==> config.mk <==
export PLATFORM = sky130hd
export DESIGN_NAME = regfile_wb_arbiter_flat
export DESIGN_NICKNAME = d
export VERILOG_FILES = /design/src/rtl/regfile_wb_arbiter_if.sv /design/src/rtl/regfile_wb_arbiter.sv /design/src/flat_wrapper.sv
export SDC_FILE = /design/constraint.sdc
export NUM_CORES = 1
export LEC_CHECK = 0
export ABC_AREA = 1
export CORE_MARGIN = 2
export CORE_UTILIZATION = 40
export DETAILED_ROUTE_END_ITERATION = 12
export GPL_TIMING_DRIVEN = 0
export PLACE_DENSITY = 0.87
export REMOVE_ABC_BUFFERS = 1
export SLEW_MARGIN = 10
export SYNTH_ARGS = -nofsm -noshare
export SYNTH_HDL_FRONTEND = slang
export SYNTH_SLANG_ARGS = --single-unit
==> constraint.sdc <==
create_clock -name clk -period 3.3 [get_ports clk]
set_input_delay 0.66 -clock clk [delete_from_list [all_inputs] [get_ports clk]]
set_output_delay 0.66 -clock clk [all_outputs]
set_load 0.02 [all_outputs]
==> src/rtl/regfile_wb_arbiter_if.sv <==
`default_nettype none
// ============================================================================
// Module   : regfile_wb_arbiter_if
// Brief    : Requester and write-port bundle for the writeback arbiter.
// Revision : 1.0 - initial release
// ============================================================================
interface regfile_wb_arbiter_if #(
    parameter int NUM_REQ = 4,
    parameter int DATA_W  = 32,
    parameter int ADDR_W  = 5
);
    localparam int c_PTR_W = $clog2(NUM_REQ);

    logic                        flush;
    logic [NUM_REQ-1:0]          req_valid;
    logic [NUM_REQ*ADDR_W-1:0]   req_addr;
    logic [NUM_REQ*DATA_W-1:0]   req_data;
    logic [NUM_REQ-1:0]          req_ready;
    logic [ADDR_W-1:0]           write_addr0;
    logic                        write_addr0_valid;
    logic [DATA_W-1:0]           write_data0;
    logic [ADDR_W-1:0]           write_addr1;
    logic                        write_addr1_valid;
    logic [DATA_W-1:0]           write_data1;
    logic [c_PTR_W-1:0]          rr_ptr;

    modport master (
        output flush, req_valid, req_addr, req_data,
        input  req_ready, write_addr0, write_addr0_valid, write_data0,
               write_addr1, write_addr1_valid, write_data1, rr_ptr
    );

    modport slave (
        input  flush, req_valid, req_addr, req_data,
        output req_ready, write_addr0, write_addr0_valid, write_data0,
               write_addr1, write_addr1_valid, write_data1, rr_ptr
    );
endinterface
`default_nettype wire

==> src/rtl/regfile_wb_arbiter.sv <==
`default_nettype none
// ============================================================================
// Module   : regfile_wb_arbiter
// Brief    : Round-robin arbiter granting two result sources per cycle onto
//            the register file's two registered write ports.
// Revision : 1.0 - initial release
// ============================================================================
module regfile_wb_arbiter #(
    parameter int NUM_REQ = 4,
    parameter int DATA_W  = 32,
    parameter int ADDR_W  = 5
) (
    input  wire logic            clk,
    input  wire logic            rst_n,
    regfile_wb_arbiter_if.slave  bus
);
    localparam int c_PTR_W = $clog2(NUM_REQ);

    logic [c_PTR_W-1:0] r_rr_ptr;
    logic [ADDR_W-1:0]  r_addr0, r_addr1;
    logic [DATA_W-1:0]  r_data0, r_data1;
    logic               r_valid0, r_valid1;

    logic [c_PTR_W:0]   w_sum;
    logic [c_PTR_W-1:0] w_scan;
    logic [ADDR_W-1:0]  w_cand_addr;
    logic               w_a_found, w_b_found;
    logic [c_PTR_W-1:0] w_a_idx, w_b_idx;
    logic [ADDR_W-1:0]  w_a_addr, w_b_addr;
    logic [DATA_W-1:0]  w_a_data, w_b_data;
    logic               w_gnt_a, w_gnt_b;
    logic [c_PTR_W-1:0] w_last, w_ptr_nxt;
    logic [NUM_REQ-1:0] w_ready;

    // Walk requesters from the pointer; B must not collide with A's
    // destination unless A targets the discard register 0.
    always_comb begin
        w_sum       = '0;
        w_scan      = '0;
        w_cand_addr = '0;
        w_a_found   = 1'b0;
        w_b_found   = 1'b0;
        w_a_idx     = '0;
        w_b_idx     = '0;
        w_a_addr    = '0;
        w_b_addr    = '0;
        for (int k = 0; k < NUM_REQ; k++) begin
            w_sum = {1'b0, r_rr_ptr} + (c_PTR_W+1)'(k);
            if (w_sum >= (c_PTR_W+1)'(NUM_REQ)) begin
                w_sum = w_sum - (c_PTR_W+1)'(NUM_REQ);
            end
            w_scan      = w_sum[c_PTR_W-1:0];
            w_cand_addr = bus.req_addr[int'(w_scan)*ADDR_W +: ADDR_W];
            if (bus.req_valid[w_scan]) begin
                if (!w_a_found) begin
                    w_a_found = 1'b1;
                    w_a_idx   = w_scan;
                    w_a_addr  = w_cand_addr;
                end else if (!w_b_found &&
                             ((w_cand_addr != w_a_addr) || (w_a_addr == '0))) begin
                    w_b_found = 1'b1;
                    w_b_idx   = w_scan;
                    w_b_addr  = w_cand_addr;
                end
            end
        end
    end

    assign w_a_data = bus.req_data[int'(w_a_idx)*DATA_W +: DATA_W];
    assign w_b_data = bus.req_data[int'(w_b_idx)*DATA_W +: DATA_W];

    // No grants while flushing or held in reset.
    assign w_gnt_a = w_a_found & ~bus.flush & rst_n;
    assign w_gnt_b = w_b_found & w_gnt_a;

    assign w_last    = w_gnt_b ? w_b_idx : w_a_idx;
    assign w_ptr_nxt = (w_last == c_PTR_W'(NUM_REQ-1)) ? '0 : w_last + 1'b1;

    always_comb begin
        w_ready = '0;
        if (w_gnt_a) begin
            w_ready[w_a_idx] = 1'b1;
        end
        if (w_gnt_b) begin
            w_ready[w_b_idx] = 1'b1;
        end
    end

    always_ff @(posedge clk or negedge rst_n) begin
        if (!rst_n) begin
            r_rr_ptr <= '0;
            r_addr0  <= '0;
            r_addr1  <= '0;
            r_data0  <= '0;
            r_data1  <= '0;
            r_valid0 <= 1'b0;
            r_valid1 <= 1'b0;
        end else begin
            // Register 0 grants consume a slot but never write.
            r_valid0 <= w_gnt_a && (w_a_addr != '0);
            r_valid1 <= w_gnt_b && (w_b_addr != '0);
            if (w_gnt_a) begin
                r_addr0  <= w_a_addr;
                r_data0  <= w_a_data;
                r_rr_ptr <= w_ptr_nxt;
            end
            if (w_gnt_b) begin
                r_addr1 <= w_b_addr;
                r_data1 <= w_b_data;
            end
        end
    end

    assign bus.req_ready         = w_ready;
    assign bus.write_addr0       = r_addr0;
    assign bus.write_addr0_valid = r_valid0;
    assign bus.write_data0       = r_data0;
    assign bus.write_addr1       = r_addr1;
    assign bus.write_addr1_valid = r_valid1;
    assign bus.write_data1       = r_data1;
    assign bus.rr_ptr            = r_rr_ptr;
endmodule
`default_nettype wire

==> src/flat_wrapper.sv <==
// flat-port wrapper written by rule: the top's interface ports become plain ports
module regfile_wb_arbiter_flat 
#(
    parameter int NUM_REQ = 4,
    parameter int DATA_W  = 32,
    parameter int ADDR_W  = 5
)
  (clk, rst_n, bus_flush, bus_req_valid, bus_req_addr, bus_req_data, bus_req_ready, bus_write_addr0, bus_write_addr0_valid, bus_write_data0, bus_write_addr1, bus_write_addr1_valid, bus_write_data1, bus_rr_ptr);
  regfile_wb_arbiter_if #(.NUM_REQ(NUM_REQ), .DATA_W(DATA_W), .ADDR_W(ADDR_W)) bus_i ();
  input  wire logic clk;
  input  wire logic rst_n;
  input wire logic [$bits(bus_i.flush)-1:0] bus_flush;
  input wire logic [$bits(bus_i.req_valid)-1:0] bus_req_valid;
  input wire logic [$bits(bus_i.req_addr)-1:0] bus_req_addr;
  input wire logic [$bits(bus_i.req_data)-1:0] bus_req_data;
  output wire logic [$bits(bus_i.req_ready)-1:0] bus_req_ready;
  output wire logic [$bits(bus_i.write_addr0)-1:0] bus_write_addr0;
  output wire logic [$bits(bus_i.write_addr0_valid)-1:0] bus_write_addr0_valid;
  output wire logic [$bits(bus_i.write_data0)-1:0] bus_write_data0;
  output wire logic [$bits(bus_i.write_addr1)-1:0] bus_write_addr1;
  output wire logic [$bits(bus_i.write_addr1_valid)-1:0] bus_write_addr1_valid;
  output wire logic [$bits(bus_i.write_data1)-1:0] bus_write_data1;
  output wire logic [$bits(bus_i.rr_ptr)-1:0] bus_rr_ptr;
  assign bus_i.flush = bus_flush;
  assign bus_i.req_valid = bus_req_valid;
  assign bus_i.req_addr = bus_req_addr;
  assign bus_i.req_data = bus_req_data;
  assign bus_req_ready = bus_i.req_ready;
  assign bus_write_addr0 = bus_i.write_addr0;
  assign bus_write_addr0_valid = bus_i.write_addr0_valid;
  assign bus_write_data0 = bus_i.write_data0;
  assign bus_write_addr1 = bus_i.write_addr1;
  assign bus_write_addr1_valid = bus_i.write_addr1_valid;
  assign bus_write_data1 = bus_i.write_data1;
  assign bus_rr_ptr = bus_i.rr_ptr;
  regfile_wb_arbiter #(.NUM_REQ(NUM_REQ), .DATA_W(DATA_W), .ADDR_W(ADDR_W)) u_core (.clk(clk), .rst_n(rst_n), .bus(bus_i));
endmodule
==> results.cfg, run 1 <==
[grt]
antenna_found_initial = 1
grt_pass1_vias = 8165
overflow = 0
track_usage_pct = 31.80
grt_max_degree = 47
grt_pass1_wl_mm = 43.82

[die]
dieArea_um2 = 17310
start_util_pct = 40.98
pin_count = 237
core_area_um2 = 15890
chipWidth_um = 131.6
die_h_um = 131.6
rows = 46

[worst_setup_path]
cp-end-kind = output pin
crit_top_cell = nand2_1
path_cells = buf_6 -> buf_12 -> o211ai_1 -> nand2_1 -> nand2_2 -> nand2_1 -> nor2_1 -> nand2_1 -> nand2_1 -> nand2_1 -> nand2_2 -> nand2_2 -> nand2_4 -> nand2_8 -> a21oi_4 -> buf_6 -> nand3_4 -> o21ai_2 -> buf_6
critPathRequiredTime_ps = 2640
start_kind = flop
r2r_start = u_core.bus.rr_ptr[0]$_DFFE_PN0P_
rrSetupSlack_ps = -200
path_class = reg -> out
slowest_stage = dfrtp_4
worstPathArrival_ps = 3190
slowest_delay_ps = 550
reg2reg_to = u_core.bus.write_data1[5]$_DFFE_PN0P_
crit_path_max_fanout = 21
worstRegToRegCells = 20
cp-startpoint = u_core.bus.rr_ptr[0]$_DFFE_PN0P_

[logic_synthesis]
syn_inst = 984
synth_warnings = 0
ys_seq_area_share_pct = 29.98
synth-seq-cells = 78
synth.area.top_cells = dfrtp_1, nand2_1, o211ai_2
syn_area_um2 = 6510
netlist.top_cell.by_area = dfrtp_1
synth.avg_cell_area_um2 = 6.616
yosys.cell_types.count = 37
yosysTopAreaCellShare_pct = 29.98

[timing]
final-hold-violation-count = 0
final-setup-viol-count = 28
period_needed_ps = 3849
max_freq_mhz = 259.8
rsz0062_at_grt = true
slew_headroom_pct = 50.24
fin_ws_ps = -549.1
hold_slack_ps = 268.0
period_share_pct = 116.6
finClkSkew_ps = 6.629
worstMarginPinSlew_ps = 745.2
drv_slew = 0

[route]
ant_nets = 0
wire_per_inst_um = 19.76
drc = 0
viasPerCell = 5.645
drt_first_iter_violations = 937
routed_wl_mm = 29.74
dr.pass1.iters = 6
via_count = 8496

[clocking]
cts_buffer_depth = 2
clkLatencyLatePin_ps = 350
cts.sinks = 78
htreeDepth = 3
clk_pin_slew_worst_paths_ps = 60
cts_tree = yes
cts-buffers-inserted = 9
root_buffer = clkbuf_16

[placement]
hpwlAfterDp_mm = 16.95
gp_congestion = 0.9459
io_buffer_count = 236
placed_cells = 1386

[finish]
seq_area_um2 = 1959
area_growth_pct = 68.59
multi_input_area_um2 = 4511
final_cell_mix = nand2_1, clkdlybuf4s50_1, inv_1, dfrtp_1, buf_4
fill_cells = 1240
drive_above_1_share_pct = 21.74
layout.nets = 1439
layout_commonest_cell = nand2_1
fin_cells = 1505

[min_path]
hold_path_class = in -> async

[status]
outcome = finished, violations left
violations = setup timing

[flow_run]
drv_cap = 0
stage by stage:
step | util, % | TNS [ps] | setup slack (ps) | cell area, um^2
after floorplan | - | -79030 | -1636 | 6185
after global placement | 55.51 | -512390 | -6206 | 8817
after detailed placement | 56.64 | -128230 | -3181 | 8997
after CTS | 66.37 | -1543 | -395.6 | 10540
after global routing | 69.09 | -8591 | -644.2 | 10980
final | 69.09 | -5326 | -549.1 | 10980
worst max-delay path by stage:
stage	endpoint	slack, ps	cells after the start
final	bus_req_ready[1]	-550	19
after global placement	u_core.bus.rr_ptr[0]$_DFFE_PN0P_	-6210	8
after CTS	bus_req_ready[3]	-400	20
after global routing	bus_req_ready[3]	-640	19
after detailed placement	bus_req_ready[2]	-3180	19
after floorplan	bus_req_ready[2]	-1640	20
worst max-delay path: cells and delay by family (launching register included):
family	cells	cell delay, ps
AOI/OAI and AO/OA	3	570
DFF	1	550
and+or+nand+nor	12	1110
buffers and inverters	4	600
cell type report:
| class | instances | share of cell area, % |
|---|---|---|
| Timing Repair Buffer | 330 | 31.26 |
| Clock inverter | 4 | 0.4902 |
| Sequential cell | 78 | 17.85 |
| Antenna cell | 1 | 0.02280 |
| Clock buffer | 12 | 2.428 |
| Multi-Input combinational cell | 746 | 41.10 |
| Inverter | 117 | 4.332 |
| Tap cell | 216 | 2.462 |
| Timing Repair inverter | 1 | 0.05700 |
Yosys cell counts (all sizes together):
| cell | instances |
|---|---|
| nand2 | 371 |
| a21oi | 27 |
| ha | 1 |
| clkinv | 1 |
| o21ai | 60 |
| o22ai | 4 |
| nand3b | 16 |
| o21bai | 1 |
| o32ai | 2 |
| clkbuf | 18 |
| nand4 | 6 |
| nor2 | 54 |
| a41oi | 1 |
| dfrtp | 78 |
| inv | 116 |
| o21a | 2 |
| a31oi | 36 |
| buf | 38 |
| a22oi | 28 |
| o211ai | 49 |
| or2 | 1 |
| nand3 | 74 |
what timing repair did:
item	4_1_cts	5_1_grt
resized for setup	157	34
setup endpoints to repair	79	52
pin swaps	48	29
cloned	12	4
setup buffers	62	24
hold endpoints to repair	0	0
hold buffers	0	0
routing by layer:
layer	global-route usage (%)	vias up	wire, um
li1	-	3878	-
met1	38.27	3997	11500
met2	53.55	508	14110
met3	5.864	113	2530
met4	17.69	0	1603
met5	0	-	0
flip-flops by register name, summed over array words and instances, names as in the netlist:
| name | cells |
|---|---|
| u_core.bus.write_data0 | 32 |
| u_core.bus.write_data1 | 32 |
| u_core.bus.write_addr0 | 5 |
| u_core.bus.write_addr1 | 5 |
| u_core.bus.rr_ptr | 2 |
| u_core.bus.write_addr0_valid | 1 |
| u_core.bus.write_addr1_valid | 1 |
kinds of logic after synthesis:
family                   synth area share, %
AO/OA/AOI/OAI                          23.43
AND/OR/NAND/NOR                        34.65
buffers and inverters                  11.74
flip-flops                             29.98
adder cells (fa/ha/maj)               0.1922
Power of run 1 is not shown: default switching activity piles up to over one toggle a cycle in this logic, so the estimate is an artifact.
==> inputs of run 2 (changes only) <==
Settings changed: DONT_BUFFER_PORTS set to 1, PLACE_DENSITY 0.87 to 0.67, SETUP_SLACK_MARGIN set to 0.02, TNS_END_PERCENT set to 30.
==> results.cfg, run 2 (synthesized netlist as in run 1, its figures left out) <==
[status]
outcome = finished, violations left
violations = setup timing

[placement]
io_buffer_count = 0
place_ws_ps = -2616
hpwlAfterDp_mm = 14.98
gp_congestion = 0.8810

[worst_setup_path]
crit_path_max_fanout = 8
start_kind = flop
worstPathArrival_ps = 3180
critPathRequiredTime_ps = 2640
slowest_delay_ps = 600
path_cells = buf_12 -> nand2_2 -> nand2_4 -> nand2_4 -> nand2_8 -> buf_6 -> nand2_1 -> o21ai_2 -> nor2_1 -> nand2_1 -> nand2_2 -> nand2_2 -> nand2_2 -> nand2_2 -> nand2_4 -> a21oi_4 -> nand3_4 -> o21ai_4
crit_top_cell = nand2_2
path_class = reg -> out
cp-end-kind = output pin
slowest_stage = dfrtp_4

[timing]
drv_slew = 0
fin_ws_ps = -542.8
slew_headroom_pct = 63.08
period_needed_ps = 3843
rsz0062_at_grt = true
final-hold-violation-count = 0
hold_slack_ps = 194.8
max_freq_mhz = 260.2
period_share_pct = 116.4
worstMarginPinSlew_ps = 553.8
finClkSkew_ps = 7.667
final-setup-viol-count = 6

[finish]
area_growth_pct = 29.37
diodes = 0
seq_area_um2 = 1959
layout.nets = 1196
fill_cells = 1501
drive_above_1_share_pct = 24.71
multi_input_area_um2 = 4467
layout_commonest_cell = nand2_1
final_cell_mix = nand2_1, inv_1, dfrtp_1, buf_4, nand3_1

[grt]
antenna_found_initial = 1
track_usage_pct = 28.89
grt_max_degree = 76
grt_pass1_vias = 6801
grt_pass1_wl_mm = 39.13
overflow = 0

[die]
pin_count = 237
chipWidth_um = 131.6
dieArea_um2 = 17310
core_area_um2 = 15890
start_util_pct = 40.98
die_h_um = 131.6
rows = 46

[min_path]
hold_path_class = in -> async

[clocking]
root_buffer = clkbuf_16
cts.sinks = 78
cts_buffer_depth = 2
htreeDepth = 3
cts-buffers-inserted = 9
cts_tree = yes
clk_pin_slew_worst_paths_ps = 70
clkLatencyLatePin_ps = 350

[flow_run]
drv_cap = 0

[route]
ant_nets = 0
dr.pass1.iters = 6
drt_first_iter_violations = 671
viasPerCell = 5.862
via_count = 7386
wire_per_inst_um = 21.42
drc = 0
routed_wl_mm = 26.99
## run 2: critical path, delay by kind of cell, from the launching register on
kind,cells,cell delay [ps]
compound gates,3,730
buf+inv,2,320
flops,1,600
simple gates,13,1160
## run 2: per-stage QoR
step | instances | instance area (um^2) | TNS (ps) | util [%]
2_1_floorplan | 928 | 6185 | -79030 | -
3_3_place_gp | 1144 | 6455 | -243000 | 40.63
3_5_place_dp | 1147 | 6566 | -133240 | 41.34
4_1_cts | 1246 | 8088 | -2205 | 50.91
5_1_grt | 1260 | 8422 | -3502 | 53.02
6_report | 1260 | 8422 | -2842 | 53.02
## run 2: worst paths after layout
check                      cells past startpoint  slack (ps)                             startpoint                                     end
setup / recovery                              18        -540       u_core.bus.rr_ptr[0]$_DFFE_PN0P_                        bus_req_ready[1]
hold / removal                                 1         190                                  rst_n  u_core.bus.write_data0[17]$_DFFE_PN0P_
setup reg to reg                              25        -470       u_core.bus.rr_ptr[0]$_DFFE_PN0P_  u_core.bus.write_addr0_valid$_DFF_PN0_
hold reg to reg                                2         630  u_core.bus.write_addr1[0]$_DFFE_PN0P_   u_core.bus.write_addr1[0]$_DFFE_PN0P_
max in group asynchronous                      1        2350                                  rst_n   u_core.bus.write_addr1[4]$_DFFE_PN0P_
min in group clk                               2         450                       bus_req_data[72]   u_core.bus.write_data0[8]$_DFFE_PN0P_
## run 2: repair_timing
item	CTS	global route
setup buffers	71	7
gates cloned	11	7
hold buffers	2	0
pin swaps	40	20
setup endpoints to repair	82	54
gates resized for setup	115	43
endpoints found under the hold margin	72	0
## run 2: cell type report
cell class | count | share of cell area (%)
Multi-Input combinational cell | 746 | 53.04
Sequential cell | 78 | 23.27
Timing Repair Buffer | 86 | 10.68
Inverter | 117 | 5.972
Tap cell | 216 | 3.209
Clock buffer | 11 | 3.001
Clock inverter | 4 | 0.6537
Timing Repair inverter | 2 | 0.1783
## run 2: routing by layer
layer,track usage (%),part of all wire (%),wire length [um]
met5,0,0,0
met4,13.35,3.7,1002
met3,7.446,10,2708
met2,47.15,46,12450
met1,35.70,40,10830
Power of run 2 is left out for the same reason.
